===== config.mk =====
export PLATFORM = sky130hd
export DESIGN_NAME = fp32_mac_core
export DESIGN_NICKNAME = d
export VERILOG_FILES = /design/src/rtl/fp32_mac_core.sv
export SDC_FILE = /design/constraint.sdc
export NUM_CORES = 2
export LEC_CHECK = 0
export BUFFER_PORTS_ARGS = -buffer_cell sky130_fd_sc_hd__buf_2
export CELL_PAD_IN_SITES_DETAIL_PLACEMENT = 1
export CELL_PAD_IN_SITES_GLOBAL_PLACEMENT = 1
export CORE_ASPECT_RATIO = 0.9
export CORE_MARGIN = 8
export CORE_UTILIZATION = 50
export CTS_CLUSTER_SIZE = 40
export DETAILED_ROUTE_END_ITERATION = 6
export GPL_TIMING_DRIVEN = 1
export PLACE_DENSITY = 0.82
export SETUP_SLACK_MARGIN = 0.02
export SLEW_MARGIN = 0
export SYNTH_ARGS = -nofsm -noshare
export SYNTH_HDL_FRONTEND = slang
export SYNTH_SLANG_ARGS = --single-unit
export TNS_END_PERCENT = 20

===== constraint.sdc =====
create_clock -name CLK_I -period 8.35 [get_ports CLK_I]
set_input_delay 1.67 -clock CLK_I [delete_from_list [all_inputs] [get_ports CLK_I]]
set_output_delay 1.67 -clock CLK_I [all_outputs]
set_load 0.02 [all_outputs]

===== src/rtl/fp32_mac_core.sv =====
// fp32_mac_core: non-fused IEEE-754 single-precision R = A*B + C between the UART RX and TX stages
module fp32_mac_core #(
  parameter logic [31:0] NAN_CANON = 32'h7FC0_0000
) (
  input  logic        CLK_I,
  input  logic        RSTL_I,
  input  logic        RX_VALID_I,
  input  logic [95:0] RX_DATA_I,
  output logic        RX_READY_O,
  output logic        MAC_VALID_O,
  output logic [31:0] MAC_DATA_O,
  input  logic        MAC_READY_I,
  output logic        DROP_O
);
  localparam logic [2:0] IDLE = 3'd0, MUL = 3'd1, MRND = 3'd2, ALIGN = 3'd3;
  localparam logic [2:0] ADD = 3'd4, NORM = 3'd5, RND = 3'd6, OUT = 3'd7;
  logic [2:0] state;
  logic rx_valid_d, rx_edge;
  logic [31:0] a_r, b_r, c_r, p_r, spec_w;
  logic m_nan, m_inf, m_zero, m_sign, spec_r, x_s, sub_r, nz_r;
  logic signed [9:0] m_exp, ne_r;
  logic [47:0] m_prod;
  logic [7:0] x_e;
  logic [26:0] x_al, y_al, n_r;
  logic [27:0] sum_r;
  function automatic logic is_nan(input logic [31:0] x);
    return &x[30:23] && |x[22:0];
  endfunction
  assign rx_edge = RX_VALID_I & ~rx_valid_d;
  assign RX_READY_O = state == IDLE;
  logic a_z, b_z, a_inf, b_inf;
  assign a_z = a_r[30:23] == 8'h00;
  assign b_z = b_r[30:23] == 8'h00;
  assign a_inf = &a_r[30:23] && a_r[22:0] == 23'h0;
  assign b_inf = &b_r[30:23] && b_r[22:0] == 23'h0;
  // product rounding: the 48-bit product has its leading one at bit 47 or 46
  logic hi;
  logic [23:0] pm;
  logic pg, ps;
  logic [24:0] pr;
  logic signed [9:0] pe;
  logic [31:0] p_word;
  assign hi = m_prod[47];
  assign pm = hi ? m_prod[47:24] : m_prod[46:23];
  assign pg = hi ? m_prod[23] : m_prod[22];
  assign ps = hi ? |m_prod[22:0] : |m_prod[21:0];
  assign pr = {1'b0, pm} + {24'h0, pg & (ps | pm[0])};
  assign pe = m_exp + $signed({9'h0, hi}) + $signed({9'h0, pr[24]});
  assign p_word = m_inf ? {m_sign, 8'hFF, 23'h0} : m_zero ? {m_sign, 31'h0} :
                  pe >= 10'sd255 ? {m_sign, 8'hFF, 23'h0} : pe <= 10'sd0 ? {m_sign, 31'h0} :
                  {m_sign, pe[7:0], pr[24] ? pr[23:1] : pr[22:0]};
  logic [30:0] c_mag;
  logic swap, p_inf, c_inf;
  logic [31:0] xw, yw;
  logic [23:0] x_m, y_m;
  logic [7:0] d;
  logic [53:0] sh;
  assign c_mag = c_r[30:23] == 8'h00 ? 31'h0 : c_r[30:0];
  assign swap = c_mag > p_r[30:0];
  assign xw = swap ? {c_r[31], c_mag} : p_r;
  assign yw = swap ? p_r : {c_r[31], c_mag};
  assign x_m = {|xw[30:23], xw[22:0]};
  assign y_m = {|yw[30:23], yw[22:0]};
  assign d = xw[30:23] - yw[30:23];
  assign sh = {y_m, 3'b000, 27'h0} >> d;
  assign p_inf = &p_r[30:23];
  assign c_inf = &c_r[30:23];
  logic [4:0] lz;
  logic [26:0] n_c;
  logic signed [9:0] ne_c;
  always_comb begin
    lz = 5'd27;
    for (int i = 0; i < 27; i++) if (sum_r[i]) lz = 5'(26 - i);
  end
  assign n_c = sum_r[27] ? {sum_r[27:2], |sum_r[1:0]} : sum_r[26:0] << lz;
  assign ne_c = sum_r[27] ? $signed({2'b0, x_e}) + 10'sd1 : $signed({2'b0, x_e}) - $signed({5'b0, lz});
  logic rup;
  logic [24:0] rr;
  logic signed [9:0] re;
  logic [31:0] res;
  assign rup = n_r[2] & (n_r[3] | n_r[1] | n_r[0]);
  assign rr = {1'b0, n_r[26:3]} + {24'h0, rup};
  assign re = ne_r + $signed({9'h0, rr[24]});
  // an exact zero from opposite signs is +0; same-sign zeros keep their sign
  assign res = spec_r ? spec_w : nz_r ? {x_s & ~sub_r, 31'h0} :
               re >= 10'sd255 ? {x_s, 8'hFF, 23'h0} : re <= 10'sd0 ? {x_s, 31'h0} :
               {x_s, re[7:0], rr[24] ? rr[23:1] : rr[22:0]};
  always_ff @(posedge CLK_I or negedge RSTL_I)
    if (!RSTL_I) begin
      state <= IDLE;
      rx_valid_d <= 1'b0;
      DROP_O <= 1'b0;
      MAC_VALID_O <= 1'b0;
      MAC_DATA_O <= 32'h0;
      {a_r, b_r, c_r, p_r, spec_w} <= '0;
      {m_nan, m_inf, m_zero, m_sign, spec_r, x_s, sub_r, nz_r} <= '0;
      m_exp <= '0;
      ne_r <= '0;
      m_prod <= '0;
      x_e <= '0;
      {x_al, y_al, n_r} <= '0;
      sum_r <= '0;
    end else begin
      rx_valid_d <= RX_VALID_I;
      DROP_O <= rx_edge && state != IDLE;
      case (state)
        IDLE: if (rx_edge) begin
          {c_r, b_r, a_r} <= RX_DATA_I;
          state <= MUL;
        end
        MUL: begin
          m_nan <= is_nan(a_r) || is_nan(b_r) || is_nan(c_r) || (a_inf && b_z) || (b_inf && a_z);
          m_inf <= a_inf || b_inf;
          m_zero <= a_z || b_z;
          m_sign <= a_r[31] ^ b_r[31];
          m_exp <= $signed({2'b0, a_r[30:23]}) + $signed({2'b0, b_r[30:23]}) - 10'sd127;
          m_prod <= 48'({|a_r[30:23], a_r[22:0]}) * 48'({|b_r[30:23], b_r[22:0]});
          state <= MRND;
        end
        MRND: begin
          p_r <= p_word;
          state <= ALIGN;
        end
        ALIGN: begin
          spec_r <= m_nan || p_inf || c_inf;
          spec_w <= (m_nan || (p_inf && c_inf && p_r[31] != c_r[31])) ? NAN_CANON : p_inf ? p_r : c_r;
          x_s <= xw[31];
          sub_r <= xw[31] ^ yw[31];
          x_e <= xw[30:23];
          x_al <= {x_m, 3'b000};
          y_al <= d >= 8'd27 ? {26'h0, |y_m} : {sh[53:28], |sh[27:0]};
          state <= ADD;
        end
        ADD: begin
          sum_r <= sub_r ? {1'b0, x_al} - {1'b0, y_al} : {1'b0, x_al} + {1'b0, y_al};
          state <= NORM;
        end
        NORM: begin
          n_r <= n_c;
          ne_r <= ne_c;
          nz_r <= sum_r == 28'h0;
          state <= RND;
        end
        RND: begin
          MAC_DATA_O <= res;
          MAC_VALID_O <= 1'b1;
          state <= OUT;
        end
        default: if (MAC_READY_I) begin
          MAC_VALID_O <= 1'b0;
          state <= IDLE;
        end
      endcase
    end
endmodule


# After elaboration in Yosys (flattened, before gate mapping)
# Index checks and enable logic that the tools add are counted.
word_totals:
  regBits: 388
  elab_cells: 170
classes:
  n_eq_ne: 8
  n_reduce_logical: 49
  muxes: 54
  mul: 1
  n_shift: 2
  bitwise_logic: 12
  magnitude_cmp: 6
  addsub: 12
ops:
  columns: ["cell", "count"]
  rows:
  - ["$mux 31", 7]
  - ["$mux 32", 6]
  - ["$mux 5", 25]
  - ["$reduce_or 23->1", 4]
  - ["$mux 27", 2]
  - ["$shr 54x8->54", 1]
  - ["$add 24x1->25", 2]
  - ["$mul 24x24->48", 1]
  - ["$logic_not 23->1", 2]
  - ["$mux 23", 2]
  - ["$reduce_and 8->1", 4]
  - ["$reduce_or 8->1", 4]
  - ["$gt 31x31->1", 1]
  - ["$reduce_or 31->1", 1]
  - ["$add 10x2->10", 3]
  - ["$add 27x27->28", 1]
  - ["$logic_not 28->1", 1]
  - ["$mux 28", 1]
  - ["$reduce_or 28->1", 1]
  - ["$sub 27x27->28", 1]
  - ["$shl 27x5->27", 1]
  - ["$logic_not 8->1", 3]
  - ["$mux 24", 1]
  - ["$reduce_or 22->1", 1]
  - ["other kinds (32)", 68]

# Logic depth before layout (Yosys ltp)
depth:
  ltp_word: 29
  mapped_depth: 33
  ltp_nobuf: 28

# Least setup slack after synthesis
# No wires, ideal clock.
synth_timing:
  path_type: "register to register"
  startpoint: "register a_r[13]"
  endpoint: "register m_prod[39]"
  path_slack_ns: 0.723
  required_ns: 8.281
  synth_period_minus_slack_ns: 7.627
  path_stages_with_launch: 30
  t_arrival_ns: 7.558
  cell_sequence: "dfrtp_1 > clkbuf_1 > clkbuf_1 > nand2_1 > fa_1 > inv_1 > fa_1 > fa_1 > inv_1 > fa_1 > fa_1 > inv_1 > fa_1 > fa_1 > ha_1 > clkbuf_1 > a21o_1 > a21o_1 > a21o_1 > a21o_1 > a21o_1 > a21oi_1 > o31ai_1 > nor2_1 > or3b_2 > o31ai_1 > a31o_2 > a21oi_1 > or4b_2 > nand3_1"
synth_via:
  elab_chain_cells: 1
synth_rtl:
  columns: ["element", "line", "rtl"]
  rows:
  - ["start: declaration", "19", "logic [31:0] a_r, b_r, c_r, p_r, spec_w;"]
  - ["start signal: assignment", "95", "{a_r, b_r, c_r, p_r, spec_w} <= '0;"]
  - ["start signal: assignment", "108", "{c_r, b_r, a_r} <= RX_DATA_I;"]
  - ["$mul 24x24->48", "117", "m_prod <= 48'({|a_r[30:23], a_r[22:0]}) * 48'({|b_r[30:23], b_r[22:0]});"]
  - ["end signal: assignment", "117", null]
  - ["end: declaration", "22", "logic [47:0] m_prod;"]
# No other way between the ends.
# A chain may end at the register's enable or synchronous reset.

# Final worst setup path
layout_timing:
  startpoint: "register a_r[8]"
  endpoint: "register m_prod[39]"
# The elaborated chain is that of the path after synthesis.

==> results.md <==
* Clock skew at 0.0237 ns
* Max transition margin at 0.261
* Clock latency at the later pin of the worst-skew pair at 0.62 ns
* EDFF count, synth at 0
* Die H at 296 um
* Antenna cells at 0
* Count of final hold-check violations at 0
* Fmax at between 100 and 150 MHz
* Final net count at approximately 5.8k
* Max_cap viols at 0
* Final HPWL DP at approximately 110000 um
* WL/cell at 23.3 um
* Port bufs at ~130
* Final cell count without fillers at a little over 6k
* Die Wd at 327 um
* Share of post-route cells with drive strength above 1 at 0.100
* Initial Util at 0.505
* Setup WS pre-CTS at between 0.03 and 0.04 ns
* Startpoint types: flip-flop
* Detailed Route WL at between 100000 and 150000 um
* Routed via count at ~37k
* RSZ-0062 raised after global routing: false
* Crit path buf inv count at 5
* M2 GR Usage at 0.491
* Cell area after synthesis at between 0.04 and 0.05 mm2
* Met3 usage at 0.0344
* Kind of critical path: reg -> reg
* IO Count at approximately 140
* Die area at approximately 0.097 mm2
* Slowest-stage cell, CP: or4b_2
* GRT Resource Usage Total at 0.291
* Area taken by flip-flops and latches at just under 0.01 mm2
* Async SR Flop Fraction at 1.00
* Inst Count DP at about 6.0k
* Clock Sinks at 388
* Critical Path RT at ~8.9 ns
* Area of the multi-input gates at between 0.03 and 0.04 mm2
* Setup TNS at 0 ns
* Sequential-to-total area share from yosys stat at 0.223
* # fillers at roughly 10k
* 1st-iter DRT viols at a little over 3k
* H-Tree Depth at 2
* Most Frequent Cell on Critical Path: fa_1
* Fin. max-slew vios at 0
* DR DRC count at 0
* Via density per instance at between 6 and 7
* First-pass GRT wire length at approximately 230000 um
* Period utilisation layout at 0.951
* Crit-path max FO at 17
* CP top delay family: adder cells
* Clock transition at path regs at approximately 0.06 ns
* Synthesized net count at slightly below 6k
* Final Setup Violations at 0
* Ys Warns at 0
* Main synth FF type: dfrtp_1
* Synth cell types at 82
* Tmin final at between 7 and 8 ns
* Syn avg cell area at a little under 9 um2
* Tightest Pin Transition at about 1.1 ns
* Worst Slack Setup Final at around 0.41 ns
* Slowest stage delay, CP at 0.64 ns
* Placer Congestion at 0.954
* Clk buf depth at 3
* CTS tree: yes
* Arrival @ worst endpoint at ~8.5 ns
* Cts hold-fix bufs at 0
* Core Area at about 0.086 mm2
* Vias in the first global route at just under 40k
* Row cnt at between 100 and 150
* Clk Tree Root Cell: clkbuf_16
* Worst setup EP type: flip-flop
* Finished Core Util at 0.545
* Initial antenna violation count at 4
* Syn-to-layout area delta at 7.92%
* Flops & latches, synth at between 300 and 400
* TritonCTS Buffers at 48
* Met1 Track Usage GR at 0.382
* Status: finished, final reports clean
* Gr busiest metal: met2
* GRT overflow at 0
* Post-DRT Antenna Nets at 0
* Cells after synthesis at 4954
* Largest net degree at the start of global routing at 110
* Hold Crit Class: reg -> reg
* TritonRoute pass-1 iters at 5
==> layout by cell type, fill, tap and decap left out, types with 133 or more instances in the layout <==
cell and instances:
ha_1 281, nor2_1 255, and2_1 251, dfrtp_1 371, nand2_1 735, fa_1 486
buf_2 133, inv_1 630, a21oi_1 227, o21ai_0 276
==> registers in the layout, indices dropped and copies added, names as in the netlist, 28 cells and up <==
name        flops
c_r            32
b_r            32
MAC_DATA_O     32
p_r            32
spec_w         32
m_prod         48
a_r            32
sum_r          28
==> cells by family after synthesis <==
logic type | share of synthesized area
buf+inv | 0.0819
mux | 0.0614
xor+xnor | 0.0322
compound gates | 0.126
flops | 0.223
fa+ha+maj | 0.305
simple gates | 0.170
==> synth_stat cells (13+ instances only) <==
library cell / count / share of area
a211oi_1: 65 / 0.011
o22a_1: 13 / 0.0026
a31oi_1: 35 / 0.0050
nor2b_1: 18 / 0.0026
inv_1: 630 / 0.054
o31ai_1: 27 / 0.0047
o21bai_1: 15 / 0.0026
dfrtp_1: 388 / 0.22
xnor2_1: 88 / 0.018
fa_1: 486 / 0.22
and2_0: 14 / 0.0020
mux2i_1: 86 / 0.020
nor4_1: 50 / 0.0072
buf_2: 13 / 0.0015
a22o_1: 20 / 0.0040
clkbuf_1: 268 / 0.023
o21ai_0: 276 / 0.032
o211ai_1: 20 / 0.0034
mux2_2: 110 / 0.028
nand2b_1: 27 / 0.0039
nand2_1: 737 / 0.064
nor2_1: 257 / 0.022
ha_1: 282 / 0.081
o22ai_1: 14 / 0.0020
and2_1: 251 / 0.036
a21o_1: 48 / 0.0083
buf_1: 19 / 0.0016
xor2_1: 72 / 0.014
nand3_1: 74 / 0.0085
mux4_2: 24 / 0.012
and3_1: 29 / 0.0042
a21oi_1: 227 / 0.026
nand4_1: 38 / 0.0055
nor3_1: 50 / 0.0057
a221oi_1: 30 / 0.0060
==> cell type report <==
type                    instances  area share
multi-input cells            3627       0.646
flip-flops and latches        388       0.207
inverters                     635      0.0507
well taps                    1144      0.0305
repair buffers                231      0.0302
clock buffers                  67      0.0297
clock inverters                22     0.00599
==> layer usage <==
layer	wire, um	share of wire
met5	27	0.00019
met4	6230	0.044
met3	9080	0.064
met2	68500	0.48
met1	58400	0.41
==> repair_timing <==
action	4_1_cts	5_1_grt
gates resized for setup	3	21
endpoints found under the setup margin	2	6
endpoints found under the hold margin	0	0
setup buffers	0	0
pin swaps	0	0
==> worst min-delay path, delay by kind of cell (launching register included) <==
family,cells,cell delay [ns]
flops,1,0.34
simple gates,2,0.11
==> worst paths after layout <==
| path | from | end | slack, ns | cells after the start |
|---|---|---|---|---|
| min in group asynchronous | RSTL_I | b_r[30] | 1.12 | 1 |
| max in group asynchronous | RSTL_I | x_al[24] | 5.64 | 2 |
| worst max register to register | a_r[8] | m_prod[39] | 0.41 | 25 |
| worst min-delay path | m_prod[3] | m_prod[3] | 0.48 | 2 |
| worst max-delay path | a_r[8] | m_prod[39] | 0.41 | 25 |
| worst min register to register | m_prod[3] | m_prod[3] | 0.48 | 2 |
==> stage by stage <==
stage               hold WS (ns)  instance area (um2)
CTS                        0.481                46900
detailed placement         0.464                45300
floorplan                  0.439                43500
global placement           0.454                45300
global route               0.528                47000
finish                     0.480                47000
Power is left out: the tool's default activity adds up to more than one toggle a clock period on the data nets, which glitch-free logic cannot reach.
